File: config.mk
export PLATFORM = sky130hd
export DESIGN_NAME = mem_bus_ctrl
export DESIGN_NICKNAME = d
export VERILOG_FILES = /design/src/rtl/mem_bus_pkg.sv /design/src/rtl/mem_bus_decode.sv /design/src/rtl/mem_bus_ctrl.sv
export SDC_FILE = /design/constraint.sdc
export NUM_CORES = 1
export LEC_CHECK = 0
export BUFFER_PORTS_ARGS = -buffer_cell sky130_fd_sc_hd__buf_2
export CELL_PAD_IN_SITES_DETAIL_PLACEMENT = 2
export CELL_PAD_IN_SITES_GLOBAL_PLACEMENT = 2
export CORE_MARGIN = 2
export CORE_UTILIZATION = 31
export CTS_CLUSTER_SIZE = 24
export DETAILED_ROUTE_END_ITERATION = 10
export PLACE_DENSITY_LB_ADDON = 0.1
export SYNTH_ARGS = -nofsm -noshare
export SYNTH_HDL_FRONTEND = slang
export SYNTH_SLANG_ARGS = --single-unit
File: constraint.sdc
create_clock -name clk -period 7.8 [get_ports clk]
set_input_delay 0.78 -clock clk [delete_from_list [all_inputs] [get_ports clk]]
set_output_delay 0.78 -clock clk [all_outputs]
set_load 0.01 [all_outputs]
File: src/rtl/mem_bus_pkg.sv
// Shared types and constants for the CPU-side memory bus controller.
// Region decode is on cpu_address[26:24]; local address widths follow each target port.
package mem_bus_pkg;

   localparam int unsigned ADDR_W   = 27;
   localparam int unsigned DATA_W   = 32;
   localparam int unsigned SDRAM_AW = 26;
   localparam int unsigned VRAM_AW  = 14;
   localparam int unsigned ROM_AW   = 10;
   localparam int unsigned IO_AW    = 8;
   localparam int unsigned CNT_W    = 10;

   localparam logic [2:0] DEC_VRAM     = 3'b100;
   localparam logic [2:0] DEC_ROM      = 3'b101;
   localparam logic [2:0] DEC_IO       = 3'b110;
   localparam logic [2:0] DEC_UNMAPPED = 3'b111;

   typedef enum logic [2:0] {
      REG_SDRAM,
      REG_VRAM,
      REG_ROM,
      REG_IO,
      REG_UNMAPPED
   } region_e;

   typedef enum logic [2:0] {
      StIdle,
      StIssue,
      StFixedWait,
      StSdramWait,
      StDone
   } state_e;

endpackage

File: src/rtl/mem_bus_decode.sv
// Combinational address decode: CPU word address to target region and local addresses.
module mem_bus_decode
   import mem_bus_pkg::*;
(
   input  logic [ADDR_W-1:0]   addr,
   output region_e             region,
   output logic [SDRAM_AW-1:0] sdram_addr,
   output logic [VRAM_AW-1:0]  vram_addr,
   output logic [ROM_AW-1:0]   rom_addr,
   output logic [IO_AW-1:0]    io_addr
);

   always_comb begin
      region = REG_UNMAPPED;
      if (!addr[26]) begin
         region = REG_SDRAM;
      end else begin
         case (addr[26:24])
            DEC_VRAM:     region = REG_VRAM;
            DEC_ROM:      region = REG_ROM;
            DEC_IO:       region = REG_IO;
            DEC_UNMAPPED: region = REG_UNMAPPED;
            default:      region = REG_UNMAPPED;
         endcase
      end
   end

   assign sdram_addr = addr[SDRAM_AW-1:0];
   assign vram_addr  = addr[VRAM_AW-1:0];
   assign rom_addr   = addr[ROM_AW-1:0];
   assign io_addr    = addr[IO_AW-1:0];

endmodule

File: src/rtl/mem_bus_ctrl.sv
// Single-outstanding memory bus controller between the CPU bus and SDRAM/VRAM/ROM/IO targets.
// Target outputs are registered at the start edge so they are valid throughout ISSUE.
module mem_bus_ctrl
   import mem_bus_pkg::*;
#(
   parameter int unsigned FIXED_LAT     = 1,
   parameter int unsigned SDRAM_TIMEOUT = 255,
   parameter logic [31:0] ERR_WORD      = 32'hDEAD_BEEF
) (
   input  logic                clk,
   input  logic                reset,
   input  logic [ADDR_W-1:0]   cpu_address,
   input  logic [DATA_W-1:0]   cpu_data,
   input  logic                cpu_we,
   input  logic                cpu_start,
   output logic [DATA_W-1:0]   cpu_q,
   output logic                cpu_busy,
   output logic [SDRAM_AW-1:0] sdram_addr,
   output logic [DATA_W-1:0]   sdram_d,
   output logic                sdram_we,
   output logic                sdram_req,
   input  logic                sdram_ack,
   input  logic [DATA_W-1:0]   sdram_q,
   output logic [VRAM_AW-1:0]  vram_addr,
   output logic [DATA_W-1:0]   vram_d,
   output logic                vram_we,
   input  logic [DATA_W-1:0]   vram_q,
   output logic [ROM_AW-1:0]   rom_addr,
   input  logic [DATA_W-1:0]   rom_q,
   output logic [IO_AW-1:0]    io_addr,
   output logic [DATA_W-1:0]   io_d,
   output logic                io_we,
   output logic                io_re,
   input  logic [DATA_W-1:0]   io_q,
   output logic                bus_err
);

   state_e              state_q, state_d;
   region_e             region_q, region_d;
   logic                we_q, we_d;
   logic [CNT_W-1:0]    cnt_q, cnt_d;
   logic [DATA_W-1:0]   rdata_q, rdata_d;
   logic                err_q, err_d;
   logic                sdram_req_q, sdram_req_d;
   logic                sdram_we_q, sdram_we_d;
   logic [SDRAM_AW-1:0] sdram_addr_q, sdram_addr_d;
   logic [DATA_W-1:0]   sdram_d_q, sdram_d_d;
   logic [VRAM_AW-1:0]  vram_addr_q, vram_addr_d;
   logic [DATA_W-1:0]   vram_d_q, vram_d_d;
   logic                vram_we_q, vram_we_d;
   logic [ROM_AW-1:0]   rom_addr_q, rom_addr_d;
   logic [IO_AW-1:0]    io_addr_q, io_addr_d;
   logic [DATA_W-1:0]   io_d_q, io_d_d;
   logic                io_we_q, io_we_d;
   logic                io_re_q, io_re_d;

   region_e             dec_region;
   logic [SDRAM_AW-1:0] dec_sdram_addr;
   logic [VRAM_AW-1:0]  dec_vram_addr;
   logic [ROM_AW-1:0]   dec_rom_addr;
   logic [IO_AW-1:0]    dec_io_addr;

   mem_bus_decode u_decode (
      .addr       (cpu_address),
      .region     (dec_region),
      .sdram_addr (dec_sdram_addr),
      .vram_addr  (dec_vram_addr),
      .rom_addr   (dec_rom_addr),
      .io_addr    (dec_io_addr)
   );

   always_comb begin
      state_d      = state_q;
      region_d     = region_q;
      we_d         = we_q;
      cnt_d        = cnt_q;
      rdata_d      = rdata_q;
      err_d        = err_q;
      sdram_req_d  = sdram_req_q;
      sdram_we_d   = sdram_we_q;
      sdram_addr_d = sdram_addr_q;
      sdram_d_d    = sdram_d_q;
      vram_addr_d  = vram_addr_q;
      vram_d_d     = vram_d_q;
      rom_addr_d   = rom_addr_q;
      io_addr_d    = io_addr_q;
      io_d_d       = io_d_q;
      vram_we_d    = 1'b0;
      io_we_d      = 1'b0;
      io_re_d      = 1'b0;

      unique case (state_q)
         StIdle: begin
            if (cpu_start) begin
               state_d  = StIssue;
               region_d = dec_region;
               we_d     = cpu_we;
               // Strobes set here are high for exactly the ISSUE cycle.
               case (dec_region)
                  REG_SDRAM: begin
                     sdram_addr_d = dec_sdram_addr;
                     sdram_d_d    = cpu_data;
                     sdram_we_d   = cpu_we;
                     sdram_req_d  = 1'b1;
                  end
                  REG_VRAM: begin
                     vram_addr_d = dec_vram_addr;
                     vram_d_d    = cpu_data;
                     vram_we_d   = cpu_we;
                  end
                  REG_ROM: rom_addr_d = dec_rom_addr;
                  REG_IO: begin
                     io_addr_d = dec_io_addr;
                     io_d_d    = cpu_data;
                     io_we_d   = cpu_we;
                     io_re_d   = ~cpu_we;
                  end
                  default: ;
               endcase
            end
         end
         StIssue: begin
            case (region_q)
               REG_SDRAM: begin
                  cnt_d   = CNT_W'(SDRAM_TIMEOUT);
                  state_d = StSdramWait;
               end
               REG_VRAM, REG_IO: begin
                  cnt_d   = CNT_W'(FIXED_LAT);
                  state_d = StFixedWait;
               end
               REG_ROM: begin
                  if (we_q) begin
                     state_d = StDone;
                  end else begin
                     cnt_d   = CNT_W'(FIXED_LAT);
                     state_d = StFixedWait;
                  end
               end
               default: begin
                  if (!we_q) rdata_d = '0;
                  state_d = StDone;
               end
            endcase
         end
         StFixedWait: begin
            cnt_d = cnt_q - CNT_W'(1);
            if (cnt_q <= CNT_W'(1)) begin
               state_d = StDone;
               if (!we_q) begin
                  case (region_q)
                     REG_VRAM: rdata_d = vram_q;
                     REG_ROM:  rdata_d = rom_q;
                     default:  rdata_d = io_q;
                  endcase
               end
            end
         end
         StSdramWait: begin
            // An ack in the expiry cycle takes priority over the timeout.
            if (sdram_ack) begin
               if (!we_q) rdata_d = sdram_q;
               sdram_req_d = 1'b0;
               sdram_we_d  = 1'b0;
               state_d     = StDone;
            end else if (cnt_q <= CNT_W'(1)) begin
               err_d = 1'b1;
               if (!we_q) rdata_d = ERR_WORD;
               sdram_req_d = 1'b0;
               sdram_we_d  = 1'b0;
               state_d     = StDone;
            end else begin
               cnt_d = cnt_q - CNT_W'(1);
            end
         end
         StDone:  state_d = StIdle;
         default: state_d = StIdle;
      endcase
   end

   always_ff @(posedge clk or posedge reset) begin
      if (reset) begin
         state_q      <= StIdle;
         region_q     <= REG_UNMAPPED;
         we_q         <= 1'b0;
         cnt_q        <= '0;
         rdata_q      <= '0;
         err_q        <= 1'b0;
         sdram_req_q  <= 1'b0;
         sdram_we_q   <= 1'b0;
         sdram_addr_q <= '0;
         sdram_d_q    <= '0;
         vram_addr_q  <= '0;
         vram_d_q     <= '0;
         vram_we_q    <= 1'b0;
         rom_addr_q   <= '0;
         io_addr_q    <= '0;
         io_d_q       <= '0;
         io_we_q      <= 1'b0;
         io_re_q      <= 1'b0;
      end else begin
         state_q      <= state_d;
         region_q     <= region_d;
         we_q         <= we_d;
         cnt_q        <= cnt_d;
         rdata_q      <= rdata_d;
         err_q        <= err_d;
         sdram_req_q  <= sdram_req_d;
         sdram_we_q   <= sdram_we_d;
         sdram_addr_q <= sdram_addr_d;
         sdram_d_q    <= sdram_d_d;
         vram_addr_q  <= vram_addr_d;
         vram_d_q     <= vram_d_d;
         vram_we_q    <= vram_we_d;
         rom_addr_q   <= rom_addr_d;
         io_addr_q    <= io_addr_d;
         io_d_q       <= io_d_d;
         io_we_q      <= io_we_d;
         io_re_q      <= io_re_d;
      end
   end

   assign cpu_busy   = (state_q != StIdle) | cpu_start;
   assign cpu_q      = rdata_q;
   assign bus_err    = err_q;
   assign sdram_req  = sdram_req_q;
   assign sdram_we   = sdram_we_q;
   assign sdram_addr = sdram_addr_q;
   assign sdram_d    = sdram_d_q;
   assign vram_addr  = vram_addr_q;
   assign vram_d     = vram_d_q;
   assign vram_we    = vram_we_q;
   assign rom_addr   = rom_addr_q;
   assign io_addr    = io_addr_q;
   assign io_d       = io_d_q;
   assign io_we      = io_we_q;
   assign io_re      = io_re_q;

endmodule
# Word-level counts from Yosys, hierarchy flattened
# Index checks and enable logic that the tools add are counted.
classes:
  bitwise: 3
  multipliers: 0
  muxes: 40
  n_lt_le_gt_ge: 1
  n_reduce_logical: 17
  addsub: 1
  n_eq_ne: 24
  shifts: 0
  n_div: 0
op_table:
  columns: ["operator", "n"]
  rows:
  - ["$mux W32", 8]
  - ["$pmux W32 S3", 1]
  - ["$pmux W32 S2", 1]
  - ["$pmux W10 S3", 2]
  - ["$mux W10", 3]
  - ["$eq A3 B2 Y1 const B", 6]
  - ["$pmux W3 S3", 2]
  - ["$ne A2 B2 Y1 const B", 8]
  - ["$mux W1", 15]
  - ["$mux W3", 5]
  - ["$reduce_and A3 Y1", 5]
  - ["$pmux W3 S4", 1]
  - ["$le A10 B1 Y1 const B", 1]
  - ["$sub A10 B1 Y10 const B", 1]
  - ["$eq A3 B1 Y1 const B", 3]
  - ["$eq A3 B3 Y1 const B", 3]
  - ["$logic_not A3 Y1", 3]
  - ["$reduce_and A7 Y1", 1]
  - ["$ne A3 B3 Y1 const B", 2]
  - ["$reduce_bool A3 Y1", 2]
  - ["$reduce_and A5 Y1", 1]
  - ["$ne A4 B4 Y1 const B", 1]
  - ["$pmux W1 S2", 2]
  - ["$reduce_and A4 Y1", 1]
  - ["7 further kinds", 8]
totals:
  wordCells: 104
  ram_bits: 0
  latch_bits: 0
  romBits: 0
  mem_count: 0
  regBits: 209
  inputBits: 192
  out_inout_bits: 193

# Longest topological paths before layout
depth:
  word_depth: 7
  ltp_mapped: 7

# Hierarchy
# A second synthesis with hierarchy kept.
hier_totals:
  hier_cells: 762
  area_unflattened_um2: 9517.9
by_module_without_submodules:
  columns: ["mod", "area_per_inst_um2", "n_inst", "seq_area_each_um2", "cells_per_inst"]
  rows:
  - ["mem_bus_ctrl", 9051.2, 1, 5231.3, 700]
  - ["mem_bus_decode", 466.7, 1, 0.0, 62]

# Worst setup path after synthesis
# No wires, ideal clock.
synth_path:
  path_type: "register to register"
  from: "register cnt_q[0]"
  to: "register rdata_q[17], in the netlist cpu_q[17]"
  path_slack_ps: 5722
  synth_period_minus_slack_ps: 2078
  setup_ps: 125
  arrival_ps: 1954
  t_required_ps: 7675
  stages_incl_launch_ff: 8
  cell_sequence: "dfrtp_1 inv_1 ha_1 nor2_1 nand4b_2 a2111oi_4 buf_6 mux2_2"
synth_between:
  elab_chain_len: 3
  elab_cells_between_ends: 4
  classes_between: "order compare (1); eq/ne (2); reduce/logical (1)"
synth_rtl:
  columns: ["element", "line", "source"]
  rows:
  - ["start: declaration", "mem_bus_ctrl.sv:41", "logic [CNT_W-1:0] cnt_q, cnt_d;"]
  - ["start signal: assignment", "mem_bus_ctrl.sv:205", "cnt_q <= cnt_d;"]
  - ["$le A10 B1 Y1 *", "mem_bus_ctrl.sv:148, mem_bus_ctrl.sv:166", null]
  - ["$ne A3 B3 Y1 (no line) / $ne A2 B2 Y1 (equally long branches)", null, null]
  - ["$reduce_and A7 Y1 (no line) *", null, null]
  - ["end signal: assignment", "mem_bus_ctrl.sv:206", "rdata_q <= rdata_d;"]
  - ["end: declaration", "mem_bus_ctrl.sv:42", "logic [DATA_W-1:0] rdata_q, rdata_d;"]
# Every way passes the cells marked *; elsewhere a longest branch is shown, timed or not.
# A chain may end at the register's enable or synchronous reset.

# Worst setup path after layout
layout_path:
  from: "register state_q[1]"
  to: "register sdram_d_q[22], in the netlist sdram_d[22]"
layout_between:
  elab_chain_len: 2
layout_rtl:
  columns: ["element", "line", "source"]
  rows:
  - ["start: declaration", "mem_bus_ctrl.sv:38", "state_e state_q, state_d;"]
  - ["start signal: assignment", "mem_bus_ctrl.sv:183", "state_q <= StIdle;"]
  - ["start signal: assignment", "mem_bus_ctrl.sv:202", "state_q <= state_d;"]
  - ["$logic_not A3 Y1", "mem_bus_ctrl.sv:92", "unique case (state_q)"]
  - ["$reduce_and A3 Y1 (no line)", null, null]
  - ["end signal: assignment", "mem_bus_ctrl.sv:211", "sdram_d_q <= sdram_d_d;"]
  - ["end: declaration", "mem_bus_ctrl.sv:47", "logic [DATA_W-1:0] sdram_d_q, sdram_d_d;"]
# Every way passes these cells.

==> impl_metrics.ini <==
[global_routing]
antenna_found_initial = 5
grt_pass1_vias = 8009
grt_util_all_layers_pct = 19.9
grt_overflow = 0
grt_pass1_wl_um = 48200
grt_max_degree = 137

[die]
rows = 63
num_io_pins = 385
floorplan.initialDensity_pct = 31.4
die_h_um = 177
die-area_um2 = 31200
die_width_um = 177
core_area_um2 = 29500

[timing]
setup_viol = 0
finalMaxSlewViolations = 0
worst_clock_skew_ns = 0.0121
min_period_over_period_pct = 39.4
tightest_slew_ns = 1.05
setup_tns_ns = 0
worst_slack_ns = 4.73
max-slew-margin-rel_pct = 30.0
hold_viol = 0
rsz0062_at_grt = false
fmax_mhz = 325
fin_crit_ns = 3.07

[power_and_ir_drop]
p_leak_uw = 0.00596
power_density_nw_per_um2 = 418
ir_drop_v = 0.000169

[worst_setup_path]
r2r_cells = 5
start_kind = flip-flop
cp.required_ns = 8.19
path_class = reg2reg
critical_path_arrival_ns = 3.46
worstPathMaxFanout = 38
critPathCaptureType = flip-flop

[synth]
netlist_area_um2 = 9250
ys_seq_area_share_pct = 56.5
yosys_warnings = 0
synth_seq_cells = 209
synthXorXnorAreaFrac_pct = 0.189
avgSynthCellArea_um2 = 13.9
synth-main-ff-cell = dfrtp_1
synth_top_family_by_area = multiplexers
synth_edf_count = 0
synth_compound_area_share_pct = 12.3
syn_nets = 860
synthSimpleGateAreaFrac_pct = 4.49
synthArstFlopShare_pct = 100
synth_adder_area_share_pct = 0.270
synth_mux_area_share_pct = 23.4
syn_inst = 666
synth.distinct_cells = 62

[clocking]
cts-root-buf = clkbuf_16
clock_sinks = 209
cts_tree = yes
cts_resized = 0
clk_pin_slew_ns = 0.06
cts_hold_buf = 0
clk_latency_ns = 0.52
cts_buffers = 25
post_cts_buffers = 0
clk_path_buf_depth = 3
htreeDepth = 1

[detailed_routing]
wl_per_cell_um = 21.7
first_pass_iters = 4
via_count = 7251
wl_um = 31600
drtAntennaViolNets = 0
drt_iter0_drc = 340
via_per_inst = 4.99
drc = 0

[placement]
dp_hpwl_um = 22800
dp_slack_ns = 4.66
portBuffers = 384
gp_congestion = 0.751

[cells_and_area]
syn_to_final_growth_pct = 33.4
multi_input_area_um2 = 3790
drive_gt1_share_pct = 56.9
n_fill_cell = 3170
ff_latch_area_um2 = 5230
final_nets = 1235

[worst_hold_path]
hp-class = reg2reg
hold_depth = 1

[status]
status = complete, no violations

[job]
max-cap-violations = 0
## cells by family after synthesis
| family | after synthesis |
|---|---|
| multiplexers | 189 |
| AO/OA/AOI/OAI | 145 |
| XOR/XNOR | 2 |
| AND/OR/NAND/NOR | 66 |
| buffers and inverters | 53 |
| flip-flops | 209 |
| adder cells (fa/ha/maj) | 2 |
## layer usage
layer,track usage [%],wire length [µm],up-vias
met5,0,31,-
met4,5.48,799,4
met3,6.77,2770,46
met2,34.7,15700,250
met1,23.2,12300,3686
li1,-,-,3265
## critical path, stage by stage, from the launching register on
cell	delay [ns]
dfrtp_1	0.59
nor3_2	0.27
nand2_1	0.39
nor2_4	0.67
buf_4	0.59
mux2_2	0.41
## flip-flops by register name, summed over array words and instances (netlist names)
register and count:
cpu_q 32, sdram_d 32, vram_d 32, io_addr 8, rom_addr 10, vram_we 1, bus_err 1, cnt_q 10
io_we 1, we_q 1, vram_addr 14, state_q 3, region_q 3, sdram_addr 26, sdram_we 1, io_re 1
sdram_req 1, io_d 32
## layout make-up
type                            instances  share of cell area (%)
Sequential cell                       209                    42.4
Multi-Input combinational cell        404                    30.8
Timing Repair Buffer                  395                    16.2
Clock buffer                           40                    5.93
Tap cell                              390                    3.95
Clock inverter                          4                   0.406
Inverter                                6                   0.243
Antenna cell                            4                  0.0811
## cell usage after synthesis (5+ instances only)
library cell,instances,area (µm²)
inv_1,6,22.5
o2bb2ai_1,25,219
nand2_1,13,48.8
mux2_1,35,394
mux2_4,10,150
o221ai_1,6,52.6
o21bai_1,8,60.1
a221oi_1,24,210
mux2_2,144,1620
o22a_1,9,78.8
dfrtp_1,208,5200
clkbuf_1,17,63.8
o21ai_0,31,155
a32o_1,9,90.1
nand3_1,5,25.0
buf_2,22,110
nor3_1,5,25.0
nor2_1,12,45.0
## where the power goes
part / leakage, µW / internal, µW / total, µW / switching, µW
combinational: 0.00298 / 999 / 2150 / 1150
clock: 0.000374 / 671 / 1120 / 452
sequential: 0.00260 / 1580 / 1890 / 307
total: 0.00596 / 3250 / 5160 / 1910
## through the flow
step | cells | util, % | hold WS [ns] | power, µW | instance area [µm²]
after floorplan | 666 | - | 0.492 | 3160 | 9250
after global placement | 1404 | 39.2 | 0.441 | 4030 | 11500
after detailed placement | 1404 | 39.2 | 0.444 | 4090 | 11500
after CTS | 1448 | 41.8 | 0.458 | 5250 | 12300
after global routing | 1449 | 41.8 | 0.474 | 5520 | 12300
final | 1452 | 41.9 | 0.453 | 5160 | 12300
## path summary, 6_finish.rpt
check,from,to,slack (ns)
max in group asynchronous,reset,vram_d[12],5.72
setup reg to reg,state_q[1],sdram_d[22],4.73
hold / removal,bus_err,bus_err,0.45
hold reg to reg,bus_err,bus_err,0.45
min in group asynchronous,reset,cpu_q[24],0.49
setup / recovery,state_q[1],sdram_d[22],4.73
## layout by cell type, fill, tap and decap left out, drive strengths merged, types with 3 or more instances in the layout
master	instances
buf	395
dfrtp	208
mux2	189
clkbuf	40
o21ai	32
o2bb2ai	25
a221oi	24
nand2	13
nor2	12
o22a	9
a32o	9
nor3	9
o21bai	8
o221ai	6
inv	6
nand3	5
a21oi	5
diode	4
nand2b	4
a22o	4
nor3b	4
and2	3
a21o	3
o22ai	3
Power figures use the tool's default switching activity.
